File: src/rtl/apb5_requester_if.sv
// Request/response channel plus APB5 requester/completer signals for apb5_requester.
// APB_REQ_PARITY_EN adds the APB5 parity check signals and rsp_parerr.
interface apb5_requester_if #(
  parameter int unsigned ADDR_WIDTH    = 32,
  parameter int unsigned DATA_WIDTH    = 32,
  parameter int unsigned NUM_OF_SLAVES = 4
);
  localparam int unsigned SW = $clog2(NUM_OF_SLAVES) + 1;

  logic                      req_valid;
  logic                      req_ready;
  logic                      req_write;
  logic [ADDR_WIDTH-1:0]     req_addr;
  logic [DATA_WIDTH-1:0]     req_wdata;
  logic [DATA_WIDTH/8-1:0]   req_strb;
  logic [2:0]                req_prot;
  logic [SW-1:0]             req_sel;
  logic                      rsp_valid;
  logic                      rsp_ready;
  logic [DATA_WIDTH-1:0]     rsp_rdata;
  logic                      rsp_err;
  logic                      rsp_timeout;

  logic [ADDR_WIDTH-1:0]     PADDR;
  logic [2:0]                PPROT;
  logic [NUM_OF_SLAVES-1:0]  PSELx;
  logic                      PENABLE;
  logic                      PWRITE;
  logic [DATA_WIDTH-1:0]     PWDATA;
  logic [DATA_WIDTH/8-1:0]   PSTRB;
  logic                      PWAKEUP;
  logic                      PREADY;
  logic [DATA_WIDTH-1:0]     PRDATA;
  logic                      PSLVERR;

`ifdef APB_REQ_PARITY_EN
  logic [ADDR_WIDTH/8-1:0]   PADDRCHK;
  logic                      PCTRLCHK;
  logic [NUM_OF_SLAVES-1:0]  PSELxCHK;
  logic                      PENABLECHK;
  logic [DATA_WIDTH/8-1:0]   PWDATACHK;
  logic                      PSTRBCHK;
  logic                      PWAKEUPCHK;
  logic                      PREADYCHK;
  logic [DATA_WIDTH/8-1:0]   PRDATACHK;
  logic                      PSLVERRCHK;
  logic                      rsp_parerr;
`endif

  modport master (
    input  req_valid, req_write, req_addr, req_wdata, req_strb, req_prot, req_sel,
    output req_ready,
    output rsp_valid, rsp_rdata, rsp_err, rsp_timeout,
    input  rsp_ready,
    output PADDR, PPROT, PSELx, PENABLE, PWRITE, PWDATA, PSTRB, PWAKEUP,
    input  PREADY, PRDATA, PSLVERR
`ifdef APB_REQ_PARITY_EN
    , output PADDRCHK, PCTRLCHK, PSELxCHK, PENABLECHK, PWDATACHK, PSTRBCHK, PWAKEUPCHK
    , input  PREADYCHK, PRDATACHK, PSLVERRCHK
    , output rsp_parerr
`endif
  );

  modport slave (
    output req_valid, req_write, req_addr, req_wdata, req_strb, req_prot, req_sel,
    input  req_ready,
    input  rsp_valid, rsp_rdata, rsp_err, rsp_timeout,
    output rsp_ready,
    input  PADDR, PPROT, PSELx, PENABLE, PWRITE, PWDATA, PSTRB, PWAKEUP,
    output PREADY, PRDATA, PSLVERR
`ifdef APB_REQ_PARITY_EN
    , input  PADDRCHK, PCTRLCHK, PSELxCHK, PENABLECHK, PWDATACHK, PSTRBCHK, PWAKEUPCHK
    , output PREADYCHK, PRDATACHK, PSLVERRCHK
    , input  rsp_parerr
`endif
  );
endinterface

File: src/rtl/apb5_requester.sv
// APB5 requester: valid/ready request -> PWAKEUP/SETUP/ACCESS -> valid/ready response.
// Optional APB5 parity generation/checking under APB_REQ_PARITY_EN.
module apb5_requester #(
  parameter int unsigned ADDR_WIDTH     = 32,
  parameter int unsigned DATA_WIDTH     = 32,
  parameter int unsigned NUM_OF_SLAVES  = 4,
  parameter int unsigned WAKEUP_LEAD    = 1,
  parameter int unsigned WAKEUP_HOLD    = 2,
  parameter int unsigned TIMEOUT_CYCLES = 256
) (
  input logic               PCLK,
  input logic               PRESETn,
  apb5_requester_if.master  bus
);
  localparam int unsigned SW = $clog2(NUM_OF_SLAVES) + 1;
  localparam int unsigned SB = DATA_WIDTH / 8;
  localparam int unsigned TW = (TIMEOUT_CYCLES < 2) ? 1 : $clog2(TIMEOUT_CYCLES);
  localparam logic [TW-1:0] TO_LAST   = TW'((TIMEOUT_CYCLES == 0) ? 0 : TIMEOUT_CYCLES - 1);
  localparam logic [3:0]    LEAD_LAST = 4'((WAKEUP_LEAD == 0) ? 0 : WAKEUP_LEAD - 1);
  localparam logic [3:0]    HOLD_LAST = 4'((WAKEUP_HOLD == 0) ? 0 : WAKEUP_HOLD - 1);
  localparam logic [SW-1:0] NSEL      = SW'(NUM_OF_SLAVES);

  typedef enum logic [2:0] {IDLE, WAKE, SETUP, ACCESS, RESP} state_t;
  state_t state, state_nxt;

  logic [ADDR_WIDTH-1:0]    paddr_q;
  logic [DATA_WIDTH-1:0]    pwdata_q;
  logic [SB-1:0]            pstrb_q;
  logic [2:0]               pprot_q;
  logic                     pwrite_q;
  logic [SW-1:0]            sel_q;
  logic                     pwakeup_q;
  logic [3:0]               wk_cnt;
  logic [3:0]               hold_cnt;
  logic [TW-1:0]            wait_cnt;
  logic [DATA_WIDTH-1:0]    rdata_q;
  logic                     err_q;
  logic                     timeout_q;
  logic [NUM_OF_SLAVES-1:0] psel;

  logic accept, sel_bad, timeout_hit, rsp_hs, in_parerr;

  assign accept      = (state == IDLE) && bus.req_valid;
  assign sel_bad     = (bus.req_sel >= NSEL);
  assign timeout_hit = (TIMEOUT_CYCLES != 0) && (wait_cnt == TO_LAST);
  assign rsp_hs      = (state == RESP) && bus.rsp_ready;

`ifdef APB_REQ_PARITY_EN
  logic [SB-1:0] rdchk_exp;
  logic          parerr_q;
  always_comb begin
    rdchk_exp = '0;
    for (int unsigned i = 0; i < SB; i++) rdchk_exp[i] = ~^bus.PRDATA[i*8 +: 8];
  end
  // PRDATACHK is only meaningful on reads; ready/error checks apply to every transfer.
  assign in_parerr = (bus.PREADYCHK != ~bus.PREADY) || (bus.PSLVERRCHK != ~bus.PSLVERR) ||
                     (!pwrite_q && (bus.PRDATACHK != rdchk_exp));
`else
  assign in_parerr = 1'b0;
`endif

  always_ff @(posedge PCLK or negedge PRESETn) begin
    if (!PRESETn) state <= IDLE;
    else          state <= state_nxt;
  end

  always_comb begin
    state_nxt = state;
    case (state)
      IDLE: begin
        if (bus.req_valid) begin
          if (sel_bad)                             state_nxt = RESP;
          else if (pwakeup_q || WAKEUP_LEAD == 0)  state_nxt = SETUP;
          else                                     state_nxt = WAKE;
        end
      end
      WAKE:    if (wk_cnt == LEAD_LAST) state_nxt = SETUP;
      SETUP:   state_nxt = ACCESS;
      ACCESS:  if (bus.PREADY || timeout_hit) state_nxt = RESP;
      RESP:    if (bus.rsp_ready) state_nxt = IDLE;
      default: state_nxt = IDLE;
    endcase
  end

  always_ff @(posedge PCLK or negedge PRESETn) begin
    if (!PRESETn) begin
      paddr_q   <= '0;
      pwdata_q  <= '0;
      pstrb_q   <= '0;
      pprot_q   <= '0;
      pwrite_q  <= 1'b0;
      sel_q     <= '0;
      pwakeup_q <= 1'b0;
      wk_cnt    <= '0;
      hold_cnt  <= '0;
      wait_cnt  <= '0;
      rdata_q   <= '0;
      err_q     <= 1'b0;
      timeout_q <= 1'b0;
`ifdef APB_REQ_PARITY_EN
      parerr_q  <= 1'b0;
`endif
    end else begin
      if (accept) begin
        paddr_q  <= bus.req_addr;
        pwdata_q <= bus.req_wdata;
        pstrb_q  <= bus.req_write ? bus.req_strb : '0;
        pprot_q  <= bus.req_prot;
        pwrite_q <= bus.req_write;
        sel_q    <= bus.req_sel;
      end

      wk_cnt   <= (state == WAKE)   ? wk_cnt + 4'd1   : '0;
      wait_cnt <= (state == ACCESS) ? wait_cnt + 1'b1 : '0;

      if (accept && sel_bad) begin
        rdata_q   <= '0;
        err_q     <= 1'b1;
        timeout_q <= 1'b0;
`ifdef APB_REQ_PARITY_EN
        parerr_q  <= 1'b0;
`endif
      end else if (state == ACCESS) begin
        if (bus.PREADY) begin
          rdata_q   <= pwrite_q ? '0 : bus.PRDATA;
          err_q     <= bus.PSLVERR | in_parerr;
          timeout_q <= 1'b0;
`ifdef APB_REQ_PARITY_EN
          parerr_q  <= in_parerr;
`endif
        end else if (timeout_hit) begin
          rdata_q   <= '0;
          err_q     <= 1'b1;
          timeout_q <= 1'b1;
`ifdef APB_REQ_PARITY_EN
          parerr_q  <= 1'b0;
`endif
        end
      end

      // Hold window restarts at each response handshake; a decode-error accept leaves PWAKEUP alone.
      if (accept && !sel_bad) begin
        pwakeup_q <= 1'b1;
        hold_cnt  <= '0;
      end else if (rsp_hs) begin
        hold_cnt <= '0;
        if (WAKEUP_HOLD == 0) pwakeup_q <= 1'b0;
      end else if ((state == IDLE) && pwakeup_q && !accept) begin
        if (hold_cnt == HOLD_LAST) pwakeup_q <= 1'b0;
        else                       hold_cnt  <= hold_cnt + 4'd1;
      end
    end
  end

  always_comb begin
    psel = '0;
    for (int unsigned i = 0; i < NUM_OF_SLAVES; i++)
      psel[i] = ((state == SETUP) || (state == ACCESS)) && (sel_q == SW'(i));
  end

  assign bus.req_ready   = (state == IDLE);
  assign bus.rsp_valid   = (state == RESP);
  assign bus.rsp_rdata   = rdata_q;
  assign bus.rsp_err     = err_q;
  assign bus.rsp_timeout = timeout_q;
  assign bus.PADDR       = paddr_q;
  assign bus.PPROT       = pprot_q;
  assign bus.PSELx       = psel;
  assign bus.PENABLE     = (state == ACCESS);
  assign bus.PWRITE      = pwrite_q;
  assign bus.PWDATA      = pwdata_q;
  assign bus.PSTRB       = pstrb_q;
  assign bus.PWAKEUP     = pwakeup_q;

`ifdef APB_REQ_PARITY_EN
  always_comb begin
    bus.PADDRCHK  = '0;
    bus.PWDATACHK = '0;
    for (int unsigned i = 0; i < ADDR_WIDTH/8; i++) bus.PADDRCHK[i]  = ~^paddr_q[i*8 +: 8];
    for (int unsigned i = 0; i < SB; i++)           bus.PWDATACHK[i] = ~^pwdata_q[i*8 +: 8];
  end
  assign bus.PCTRLCHK   = ~^{pprot_q, pwrite_q};
  assign bus.PSELxCHK   = ~psel;
  assign bus.PENABLECHK = ~(state == ACCESS);
  assign bus.PSTRBCHK   = ~^pstrb_q;
  assign bus.PWAKEUPCHK = ~pwakeup_q;
  assign bus.rsp_parerr = parerr_q;
`endif
endmodule

File: src/flat_wrapper.sv
// flat-port wrapper written by rule: the top's interface ports become plain ports
module apb5_requester_flat 
#(
  parameter int unsigned ADDR_WIDTH     = 32,
  parameter int unsigned DATA_WIDTH     = 32,
  parameter int unsigned NUM_OF_SLAVES  = 4,
  parameter int unsigned WAKEUP_LEAD    = 1,
  parameter int unsigned WAKEUP_HOLD    = 2,
  parameter int unsigned TIMEOUT_CYCLES = 256
)
  (PCLK, PRESETn, bus_req_valid, bus_req_write, bus_req_addr, bus_req_wdata, bus_req_strb, bus_req_prot, bus_req_sel, bus_req_ready, bus_rsp_valid, bus_rsp_rdata, bus_rsp_err, bus_rsp_timeout, bus_rsp_ready, bus_PADDR, bus_PPROT, bus_PSELx, bus_PENABLE, bus_PWRITE, bus_PWDATA, bus_PSTRB, bus_PWAKEUP, bus_PREADY, bus_PRDATA, bus_PSLVERR);
  apb5_requester_if #(.ADDR_WIDTH(ADDR_WIDTH), .DATA_WIDTH(DATA_WIDTH), .NUM_OF_SLAVES(NUM_OF_SLAVES)) bus_i ();
  input logic PCLK;
  input logic PRESETn;
  input wire logic [$bits(bus_i.req_valid)-1:0] bus_req_valid;
  input wire logic [$bits(bus_i.req_write)-1:0] bus_req_write;
  input wire logic [$bits(bus_i.req_addr)-1:0] bus_req_addr;
  input wire logic [$bits(bus_i.req_wdata)-1:0] bus_req_wdata;
  input wire logic [$bits(bus_i.req_strb)-1:0] bus_req_strb;
  input wire logic [$bits(bus_i.req_prot)-1:0] bus_req_prot;
  input wire logic [$bits(bus_i.req_sel)-1:0] bus_req_sel;
  output wire logic [$bits(bus_i.req_ready)-1:0] bus_req_ready;
  output wire logic [$bits(bus_i.rsp_valid)-1:0] bus_rsp_valid;
  output wire logic [$bits(bus_i.rsp_rdata)-1:0] bus_rsp_rdata;
  output wire logic [$bits(bus_i.rsp_err)-1:0] bus_rsp_err;
  output wire logic [$bits(bus_i.rsp_timeout)-1:0] bus_rsp_timeout;
  input wire logic [$bits(bus_i.rsp_ready)-1:0] bus_rsp_ready;
  output wire logic [$bits(bus_i.PADDR)-1:0] bus_PADDR;
  output wire logic [$bits(bus_i.PPROT)-1:0] bus_PPROT;
  output wire logic [$bits(bus_i.PSELx)-1:0] bus_PSELx;
  output wire logic [$bits(bus_i.PENABLE)-1:0] bus_PENABLE;
  output wire logic [$bits(bus_i.PWRITE)-1:0] bus_PWRITE;
  output wire logic [$bits(bus_i.PWDATA)-1:0] bus_PWDATA;
  output wire logic [$bits(bus_i.PSTRB)-1:0] bus_PSTRB;
  output wire logic [$bits(bus_i.PWAKEUP)-1:0] bus_PWAKEUP;
  input wire logic [$bits(bus_i.PREADY)-1:0] bus_PREADY;
  input wire logic [$bits(bus_i.PRDATA)-1:0] bus_PRDATA;
  input wire logic [$bits(bus_i.PSLVERR)-1:0] bus_PSLVERR;
  assign bus_i.req_valid = bus_req_valid;
  assign bus_i.req_write = bus_req_write;
  assign bus_i.req_addr = bus_req_addr;
  assign bus_i.req_wdata = bus_req_wdata;
  assign bus_i.req_strb = bus_req_strb;
  assign bus_i.req_prot = bus_req_prot;
  assign bus_i.req_sel = bus_req_sel;
  assign bus_req_ready = bus_i.req_ready;
  assign bus_rsp_valid = bus_i.rsp_valid;
  assign bus_rsp_rdata = bus_i.rsp_rdata;
  assign bus_rsp_err = bus_i.rsp_err;
  assign bus_rsp_timeout = bus_i.rsp_timeout;
  assign bus_i.rsp_ready = bus_rsp_ready;
  assign bus_PADDR = bus_i.PADDR;
  assign bus_PPROT = bus_i.PPROT;
  assign bus_PSELx = bus_i.PSELx;
  assign bus_PENABLE = bus_i.PENABLE;
  assign bus_PWRITE = bus_i.PWRITE;
  assign bus_PWDATA = bus_i.PWDATA;
  assign bus_PSTRB = bus_i.PSTRB;
  assign bus_PWAKEUP = bus_i.PWAKEUP;
  assign bus_i.PREADY = bus_PREADY;
  assign bus_i.PRDATA = bus_PRDATA;
  assign bus_i.PSLVERR = bus_PSLVERR;
  apb5_requester #(.ADDR_WIDTH(ADDR_WIDTH), .DATA_WIDTH(DATA_WIDTH), .NUM_OF_SLAVES(NUM_OF_SLAVES), .WAKEUP_LEAD(WAKEUP_LEAD), .WAKEUP_HOLD(WAKEUP_HOLD), .TIMEOUT_CYCLES(TIMEOUT_CYCLES)) u_core (.PCLK(PCLK), .PRESETn(PRESETn), .bus(bus_i));
endmodule
File: config.mk
export PLATFORM = sky130hd
export DESIGN_NAME = apb5_requester_flat
export DESIGN_NICKNAME = d
export VERILOG_FILES = /design/src/rtl/apb5_requester_if.sv /design/src/rtl/apb5_requester.sv /design/src/flat_wrapper.sv
export SDC_FILE = /design/constraint.sdc
export NUM_CORES = 1
export LEC_CHECK = 0
export CAP_MARGIN = 20
export CELL_PAD_IN_SITES_DETAIL_PLACEMENT = 1
export CELL_PAD_IN_SITES_GLOBAL_PLACEMENT = 2
export CORE_UTILIZATION = 24
export CTS_CLUSTER_DIAMETER = 150
export CTS_CLUSTER_SIZE = 10
export DETAILED_ROUTE_END_ITERATION = 10
export PLACE_DENSITY = 0.9
export SLEW_MARGIN = 5
export SYNTH_ARGS = -nofsm -noshare
export SYNTH_HDL_FRONTEND = slang
export SYNTH_SLANG_ARGS = --single-unit
File: constraint.sdc
create_clock -name PCLK -period 2.2 [get_ports PCLK]
set_clock_uncertainty 0.05 [all_clocks]
set_input_delay 0.44 -clock PCLK [delete_from_list [all_inputs] [get_ports PCLK]]
set_output_delay 0.44 -clock PCLK [all_outputs]
set_load 0.02 [all_outputs]
## Yosys cells after proc, flatten, opt, wreduce, memory -nomap -nowiden

Cells that the tools add are included.

| storage, ports and cells | value |
|---|---|
| bits in registers | 129 |
| input port bits | 113 |
| output and inout port bits | 114 |
| word-level logic and storage cells | 89 |

| cells by class | value |
|---|---|
| add/sub/neg operators | 3 |
| $lt $le $gt $ge | 1 |
| equality and inequality tests | 15 |
| muxes and demuxes | 30 |
| reductions and logical operators | 26 |

Operator list:

| operator | number |
|---|---|
| two-way mux 32 bit | 5 |
| two-way mux 4 bit | 6 |
| two-way mux 3 bit | 5 |
| one-hot mux 3 bit (5 select lines) | 1 |
| == test 3 x 2 -> 1 bit (second input constant) | 4 |
| two-way mux 1 bit | 11 |
| logical AND 1 bit | 10 |
| adder 4 x 1 -> 4 bit (second input constant) | 2 |
| adder 8 x 1 -> 8 bit (second input constant) | 1 |
| == test 8 bit (second input constant) | 1 |
| two-way mux 8 bit | 1 |
| == test 3 x 1 -> 1 bit (second input constant) | 2 |
| logical NOT 3 bit | 2 |
| != test 2 x 1 -> 1 bit (second input constant) | 3 |
| nonzero test 2 bit | 3 |
| nonzero test 3 bit | 2 |
| == test 4 x 1 -> 1 bit (second input constant) | 1 |
| logical NOT 4 bit | 1 |
| != test 2 bit (second input constant) | 2 |
| AND reduction 2 bit | 2 |
| AND reduction 4 bit | 1 |
| == test 3 bit (second input constant) | 1 |
| >= comparator 3 bit (second input constant) | 1 |
| != test 3 x 1 -> 1 bit (second input constant) | 1 |
| 4 further kinds | 6 |

## Longest topological paths before layout

Gate-level depths: netlist (run 1).

| depth | value |
|---|---|
| depth after elaboration | 7 |
| mapped depth | 7 |
| mapped depth without buffers | 6 |

## Worst setup path before layout (run 1)

OpenSTA, ideal clock, no wires.

| timing path | value |
|---|---|
| kind | register to output |
| from | register u_core.state[2] |
| to | output port bus_PSELx[0] |
| data arrival time | 1346 ps |
| required time | 1710 ps |
| path slack | 364 ps |
| cell stages (with the launch flop) | 4 |
| path buffers | 1 |
| path through | dfrtp_1 > buf_2 > nand2b_1 > nor4_1 |

| on the way | value |
|---|---|
| word-level cells in the longest chain between the ends | 3 |
| elaborated cells between the ends (all ways) | 4 |
| classes of those cells | eq/ne (2); reduce/logical (2) |

Ends and longest elaborated chain:

| item | line | source |
|---|---|---|
| start, declared | apb5_requester.sv:24 | `state_t state, state_nxt;` |
| start signal, assigned | apb5_requester.sv:64 | `else state <= state_nxt;` |
| == test 3 x 2 -> 1 bit | apb5_requester.sv:158 | `psel[i] = ((state == SETUP) \|\| (state == ACCESS)) && (sel_q == SW'(i));` |
| logical OR 1 bit (*) | apb5_requester.sv:158 |  |
| logical AND 1 bit (*) | apb5_requester.sv:158 |  |
| end, declared | flat_wrapper.sv:30 | `output wire logic [$bits(bus_i.PSELx)-1:0] bus_PSELx;` |

Mark *: on every way between the ends. The rest lies on a longest branch, timed or not.

## Final worst setup path (run 1)

| timing path | value |
|---|---|
| from | register u_core.wait_cnt[0] |
| to | register u_core.rdata_q[21] (netlist: u_core.bus.rsp_rdata[21]) |

| on the way | value |
|---|---|
| word-level cells in the longest chain between the ends | 3 |

Ends and longest elaborated chain:

| item | line | source |
|---|---|---|
| start, declared | apb5_requester.sv:35 | `logic [TW-1:0] wait_cnt;` |
| start signal, assigned | apb5_requester.sv:114 | `wait_cnt <= (state == ACCESS) ? wait_cnt + 1'b1 : '0;` |
| == test 8 bit | apb5_requester.sv:45 | `assign timeout_hit = (TIMEOUT_CYCLES != 0) && (wait_cnt == TO_LAST);` |
| nonzero test 3 bit (no line) | n/a |  |
| AND reduction 2 bit (no line) | n/a |  |
| end signal, assigned | apb5_requester.sv:125 | `rdata_q <= pwrite_q ? '0 : bus.PRDATA;` |
| end, declared | apb5_requester.sv:36 | `logic [DATA_WIDTH-1:0] rdata_q;` |

No other way between the ends.
A chain may end at the register's enable or synchronous reset.

==> flow_summary_export.csv, run 1 <==
group,metric,value,unit
critical_path,cp-end-kind,"flip-flop",
clocking,cts_tree,"yes",
yosys,yosysUniqueCellTypes,36,
grt,grt_pass1_wl,25.6,mm
timing,grt_setup_unrepaired,"false",
clocking,clock-sinks,129,
grt,grt_pass1_vias,4890,
layout,nFillCells,2377,
critical_path,crit_fanout,17,
critical_path,cp.required,2.49,ns
timing,slew_headroom,42.0,%
grt,gr-total-overflow,0,
clocking,numCtsBuffers,17,
timing,finalSetupTns,0,ns
timing,timing.hold.ws,0.418,ns
routing,drt-total-wl,16.0,mm
placed_design,io_buffers,226,
floorplanning,start_util,24.5,%
grt,antenna_found_initial,0,
critical_path,critPathArrivalTime,2.38,ns
routing,avgViaCountPerCell,4.38,
timing,setup_viol,0,
floorplanning,die-height,149,um
clocking,clock_latency,0.41,ns
pwr,p_per_area,1420,nW/um^2
min_path,holdCritPathClass,"reg2reg",
routing,num_vias,4562,
layout,drive_above_1_share,8.09,%
floorplanning,coreArea,21100,um^2
pwr,leakagePower,0.00396,uW
floorplanning,row_count,53,
clocking,clockRootBuffer,"clkbuf_16",
clocking,cts_max_level,4,
floorplanning,die_w,149,um
yosys,synth_area,5170,um^2
yosys,synth-seq-area-share,62.4,%
critical_path,path_class,"reg2reg",
timing,fin_crit,2.09,ns
placed_design,dp_hpwl,11.2,mm
critical_path,r2r_slack,0.11,ns
min_path,hold-path-cell-count,2,
layout,area_growth,62.4,%
clocking,cts.clk_slew.worst_paths,0.06,ns
yosys,syn_nets,633,
clocking,clockBufferDepth,2,
layout,layout_common_cells,"nand2_1 (229), clkdlybuf4s50_1 (218), dfrtp_1 (127)",
routing,drtIter0Drc,159,
grt,grt_util_all_layers,14.8,%
placed_design,gp_congestion,0.735,
floorplanning,ios,227,
timing,max_freq,0.478,GHz
timing,post-route-period-util,95.0,%
yosys,syn_inst,515,
layout,diodes,0,
routing,drc_errors,0,
yosys,yosys_warnings,0,
timing,tightest_slew,0.865,ns
critical_path,reg2regPathDepth,5,
timing,final_hold_viol_count,0,
yosys,yosysTopAreaCellShare,62.4,%
routing,antenna_left,0,
layout,nets,872,
yosys,ys_seq_elements,129,
run_status,status,"completed",
routing,wire_per_inst,15.4,um
flow_run,max_cap_violations,0,
yosys,yosysTopAreaCell,"dfrtp_1",
grt,grt_max_degree,53,
layout,final_common_cell,"nand2_1",
yosys,synth_area_leaders,"dfrtp_1 (62%), nand2_1 (17%), a22o_1 (5.6%)",
critical_path,worst_setup_path_start_kind,"flip-flop",
routing,firstDrtPassIters,4,
floorplanning,die_area,22100,um^2
yosys,syn_area_per_cell,10.0,um^2
timing,slew_violations,0,
pwr,ir_drop,0.467,mV
[Yosys cell counts]
cell type    n
and2_1       1
a31oi_1      1
a21o_1       1
xor2_1       2
o21bai_1     1
nand2_1    229
nor3_1       2
buf_2        8
nand2b_1     4
nor2_2       1
nand3_1     13
a21oi_1     10
nor2_1      19
or4_1        1
dfrtp_1    129
nor4b_4      1
inv_1       10
or3_1        3
a21boi_4     1
inv_2        1
or3b_1       1
buf_4        5
mux2i_1      1
o41ai_1      1
a22o_1      33
ha_1         5
nor2b_1      1
nor4_1       2
and3_1       2
nand4_1      2
xnor2_1      5
nand3b_4     1
o21ai_0      5
clkbuf_1     4
a32oi_1      1
buf_6        8
[layer usage]
layer | share of wire, % | wire [um] | vias to the layer above | GRT usage [%]
li1 | - | - | 2143 | -
met1 | 41 | 6620 | 2236 | 17.2
met2 | 48 | 7680 | 169 | 24.6
met3 | 9.4 | 1510 | 14 | 6.76
met4 | 1.2 | 198 | 0 | 3.72
met5 | 0 | 0 | - | 0
[sequential cells by signal (all words and copies together), names as in the netlist]
register                count
u_core.bus.PWRITE           1
u_core.wk_cnt               4
u_core.bus.PADDR           32
u_core.bus.PWDATA          32
u_core.bus.rsp_timeout      1
u_core.hold_cnt             4
u_core.bus.PPROT            3
u_core.bus.rsp_rdata       32
u_core.bus.PSTRB            4
u_core.bus.rsp_err          1
u_core.bus.PWAKEUP          1
u_core.sel_q                3
u_core.state                3
u_core.wait_cnt             8
[through the flow]
stage / util (%) / power, uW / area [um^2] / worst slack (ns) / instances
after floorplan: - / 6540 / 5170 / 0.364 / 515
after global placement: 36.9 / 9000 / 7790 / -0.148 / 1008
after detailed placement: 36.9 / 9130 / 7790 / -0.153 / 1008
after CTS: 39.9 / 12100 / 8410 / 0.00421 / 1040
after global routing: 39.8 / 12700 / 8400 / 0.00513 / 1041
final: 39.8 / 11900 / 8400 / 0.110 / 1041
[worst max-delay path, cell delays in order (launching register included)]
cell	delay [ns]
dfrtp_1	0.41
ha_1	0.24
nand3_1	0.11
o21bai_1	0.21
a21boi_2	0.76
a22o_1	0.24
[layout make-up]
| type | instances | area, um^2 | area share [%] |
|---|---|---|---|
| Sequential cell | 129 | 3230 | 38.4 |
| Timing Repair Buffer | 244 | 2440 | 29.0 |
| Multi-Input combinational cell | 351 | 1730 | 20.6 |
| Clock buffer | 19 | 453 | 5.39 |
| Tap cell | 275 | 344 | 4.09 |
| Clock inverter | 12 | 160 | 1.91 |
| Inverter | 11 | 41.3 | 0.491 |
[cell families (layout without fill, tap and decap cells)]
kind of cell             after synthesis  in the layout  synth area share (%)
XOR/XNOR                               7              7                  1.19
adder cells (fa/ha/maj)                5              5                  1.21
flip-flops                           129            129                  62.4
multiplexers                           1              1                 0.193
buffers and inverters                 36            286                  4.33
AO/OA/AOI/OAI                         54             55                  8.15
AND/OR/NAND/NOR                      283            283                  22.5
[power breakdown]
group	switching [uW]	internal, uW	total, uW
clock	1080	1840	2920
combinational	2770	2370	5140
sequential	577	3300	3880
total	4430	7510	11900
[worst paths after layout]
path,from,endpoint
max,u_core.wait_cnt[0]$_DFF_PN0_,u_core.bus.rsp_rdata[21]$_DFFE_PN0P_
min,u_core.bus.PWDATA[8]$_DFFE_PN0P_,u_core.bus.PWDATA[8]$_DFFE_PN0P_
max reg2reg,u_core.wait_cnt[0]$_DFF_PN0_,u_core.bus.rsp_rdata[21]$_DFFE_PN0P_
min reg2reg,u_core.bus.PWDATA[8]$_DFFE_PN0P_,u_core.bus.PWDATA[8]$_DFFE_PN0P_
max in group asynchronous,PRESETn,u_core.bus.PWDATA[25]$_DFFE_PN0P_
min in group asynchronous,PRESETn,u_core.bus.rsp_rdata[31]$_DFFE_PN0P_
[repair_timing]
action / CTS / global route
pin swaps: 0 / 1
buffers inserted: 0 / 0
gates resized for setup: 11 / 7
hold buffers: 1 / 0
gates cloned: 0 / 1
hold endpoints to repair: 33 / 0
setup endpoints to repair: 7 / 6
No activity file was read; power rests on OpenSTA's default activity.
==> run 2, diff against run 1 <==
--- a/config.mk
+++ b/config.mk
@@ -8,12 +8,12 @@
 export CAP_MARGIN = 20
 export CELL_PAD_IN_SITES_DETAIL_PLACEMENT = 1
 export CELL_PAD_IN_SITES_GLOBAL_PLACEMENT = 2
-export CORE_UTILIZATION = 24
+export CORE_UTILIZATION = 26
 export CTS_CLUSTER_DIAMETER = 150
 export CTS_CLUSTER_SIZE = 10
 export DETAILED_ROUTE_END_ITERATION = 10
-export PLACE_DENSITY = 0.9
-export SLEW_MARGIN = 5
+export PLACE_DENSITY = 0.95
+export SLEW_MARGIN = 40
 export SYNTH_ARGS = -nofsm -noshare
 export SYNTH_HDL_FRONTEND = slang
 export SYNTH_SLANG_ARGS = --single-unit
==> constraint.sdc (replaced) <==
create_clock -name PCLK -period 2.6 [get_ports PCLK]
set_clock_uncertainty 0.05 [all_clocks]
set_input_delay 0.52 -clock PCLK [delete_from_list [all_inputs] [get_ports PCLK]]
set_output_delay 0.52 -clock PCLK [all_outputs]
set_load 0.02 [all_outputs]
==> flow_summary_export.csv, run 2 (same netlist as run 1, synthesis figures left out) <==
group,metric,value,unit
critical_path,cp_num_cells,3,
timing,max_freq,0.402,GHz
timing,post-route-period-util,95.7,%
timing,setup_ws,0.111,ns
clocking,numCtsBuffers,17,
floorplanning,die_area,20500,um^2
grt,grt_max_degree,130,
critical_path,crit_fanout,7,
flow_run,max_cap_violations,0,
floorplanning,row_count,51,
min_path,holdCritPathClass,"in2async",
critical_path,reg2reg_to,"u_core.bus.PADDR[2]$_DFFE_PN0P_",
layout,multiInputGateArea,1720,um^2
layout,layout_common_cells,"nand2_1 (229), clkdlybuf4s50_1 (220), dfrtp_1 (128)",
timing,tightest_slew,0.722,ns
clocking,clockBufferDepth,2,
clocking,clockRootBuffer,"clkbuf_16",
critical_path,critPathArrivalTime,1.92,ns
layout,seqCellArea,3230,um^2
pwr,ir_drop,0.503,mV
routing,num_vias,4474,
floorplanning,die-height,143,um
critical_path,rr_startpoint,"u_core.state[2]$_DFFE_PN0P_",
placed_design,io_buffers,226,
critical_path,cp.required,2.03,ns
timing,slew_violations,0,
routing,antenna_left,0,
critical_path,path_class,"reg2out",
clocking,post-cts-setup-buffers,0,
clocking,clock-sinks,129,
grt,grt_util_all_layers,15.6,%
floorplanning,ios,227,
critical_path,crit_slowest_cell,"clkdlybuf4s50_1",
critical_path,cp-end-kind,"output pin",
clocking,cts_tree,"yes",
timing,fin_crit,2.49,ns
floorplanning,start_util,26.6,%
placed_design,dpl_worst_slack,0.337,ns
timing,grt_setup_unrepaired,"false",
run_status,status,"completed",
layout,nFillCells,2174,
routing,drt-total-wl,15.3,mm
layout,nets,862,
routing,avgViaCountPerCell,4.38,
layout,drive_above_1_share,6.34,%
routing,drtIter0Drc,89,
critical_path,crit_end,"bus_req_ready",
routing,firstDrtPassIters,4,
clocking,cts.clk_slew.worst_paths,0.06,ns
grt,gr-total-overflow,0,
clocking,cts_max_level,4,
routing,drc_errors,0,
pwr,leakagePower,0.00397,uW
clocking,clock_latency,0.41,ns
grt,grt_pass1_vias,4744,
floorplanning,coreArea,19500,um^2
layout,area_growth,60.3,%
placed_design,gp_congestion,0.702,
timing,final_hold_viol_count,0,
timing,slew_headroom,51.8,%
critical_path,worst_setup_path_start_kind,"flip-flop",
critical_path,cp_slowest_stage_delay,0.67,ns
floorplanning,die_w,143,um
critical_path,reg2regPathDepth,6,
timing,setup_viol,0,
grt,antenna_found_initial,0,
timing,finalSetupTns,0,ns
critical_path,crit_start,"u_core.state[1]$_DFFE_PN0P_",
placed_design,dp_hpwl,10.4,mm
critical_path,path_buf_inv,2,
pwr,p_per_area,1200,nW/um^2
grt,grt_pass1_wl,24.9,mm
critical_path,crit_path_cell_trace,"buf_4 > nor3_1 > clkdlybuf4s50_1",
layout,final_common_cell,"nand2_1",
routing,wire_per_inst,15.0,um
critical_path,r2r_slack,0.78,ns
layout,diodes,0,
critical_path,path_delay_family,"buffers and inverters",
## run 2: cell count changes in the layout (fill, tap and decap cells not counted), sizes merged
cell / previous run / this run
buf: 18 / 10
clkbuf: 23 / 18
dlymetal6s2s: 0 / 4
inv: 11 / 15
clkdlybuf4s50: 218 / 220
clkinvlp: 4 / 2
dlygate4sd2: 3 / 1
a21boi: 2 / 1
bufinv: 3 / 2
clkinv: 5 / 6
dlygate4sd3: 1 / 0
## run 2: worst min path at each step
stage | start | to
5_1_grt | PRESETn | u_core.wait_cnt[7]$_DFF_PN0_
3_5_place_dp | u_core.bus.PSTRB[2]$_DFFE_PN0P_ | u_core.bus.PSTRB[2]$_DFFE_PN0P_
6_report | PRESETn | u_core.wait_cnt[4]$_DFF_PN0_
4_1_cts | PRESETn | u_core.bus.rsp_rdata[23]$_DFFE_PN0P_
2_1_floorplan | PRESETn | u_core.bus.PADDR[0]$_DFFE_PN0P_
3_3_place_gp | u_core.bus.PADDR[30]$_DFFE_PN0P_ | u_core.bus.PADDR[30]$_DFFE_PN0P_
## run 2: cell type report
class	count	area share [%]
Sequential cell	129	38.9
Timing Repair Buffer	235	28.8
Multi-Input combinational cell	350	20.8
Clock buffer	18	5.17
Tap cell	265	4.00
Clock inverter	14	1.87
Inverter	11	0.498
## run 2: where the power goes
group / leakage (uW) / switching [uW] / internal [uW] / total, uW
clock network: 0.000282 / 954 / 1430 / 2380
logic: 0.00202 / 2320 / 2000 / 4310
registers: 0.00166 / 483 / 2790 / 3280
total: 0.00397 / 3750 / 6210 / 9970
## run 2: what timing repair did
item,4_1_cts,5_1_grt
resized for setup,2,4
hold buffers,0,0
setup endpoints to repair,1,4
## run 2: metrics by stage
stage          utilization, %  power [uW]  hold slack, ns  cells  cell area [um^2]
6_report                 42.6        9970           0.186   1022              8300
5_1_grt                  42.6       10600           0.237   1022              8300
4_1_cts                  42.6       10200           0.221   1022              8290
3_5_place_dp             39.6        7690           0.410    990              7700
3_3_place_gp             39.6        7570           0.406    990              7700
2_1_floorplan               -        5540           0.174    515              5170
## run 2: metal layers
| metal | part of all wire (%) | global-route usage (%) | up-vias |
|---|---|---|---|
| li1 | - | - | 2126 |
| met1 | 41 | 18.6 | 2173 |
| met2 | 48 | 25.2 | 159 |
| met3 | 11 | 6.94 | 16 |
| met4 | 1.2 | 4.98 | 0 |
| met5 | 0 | 0 | - |
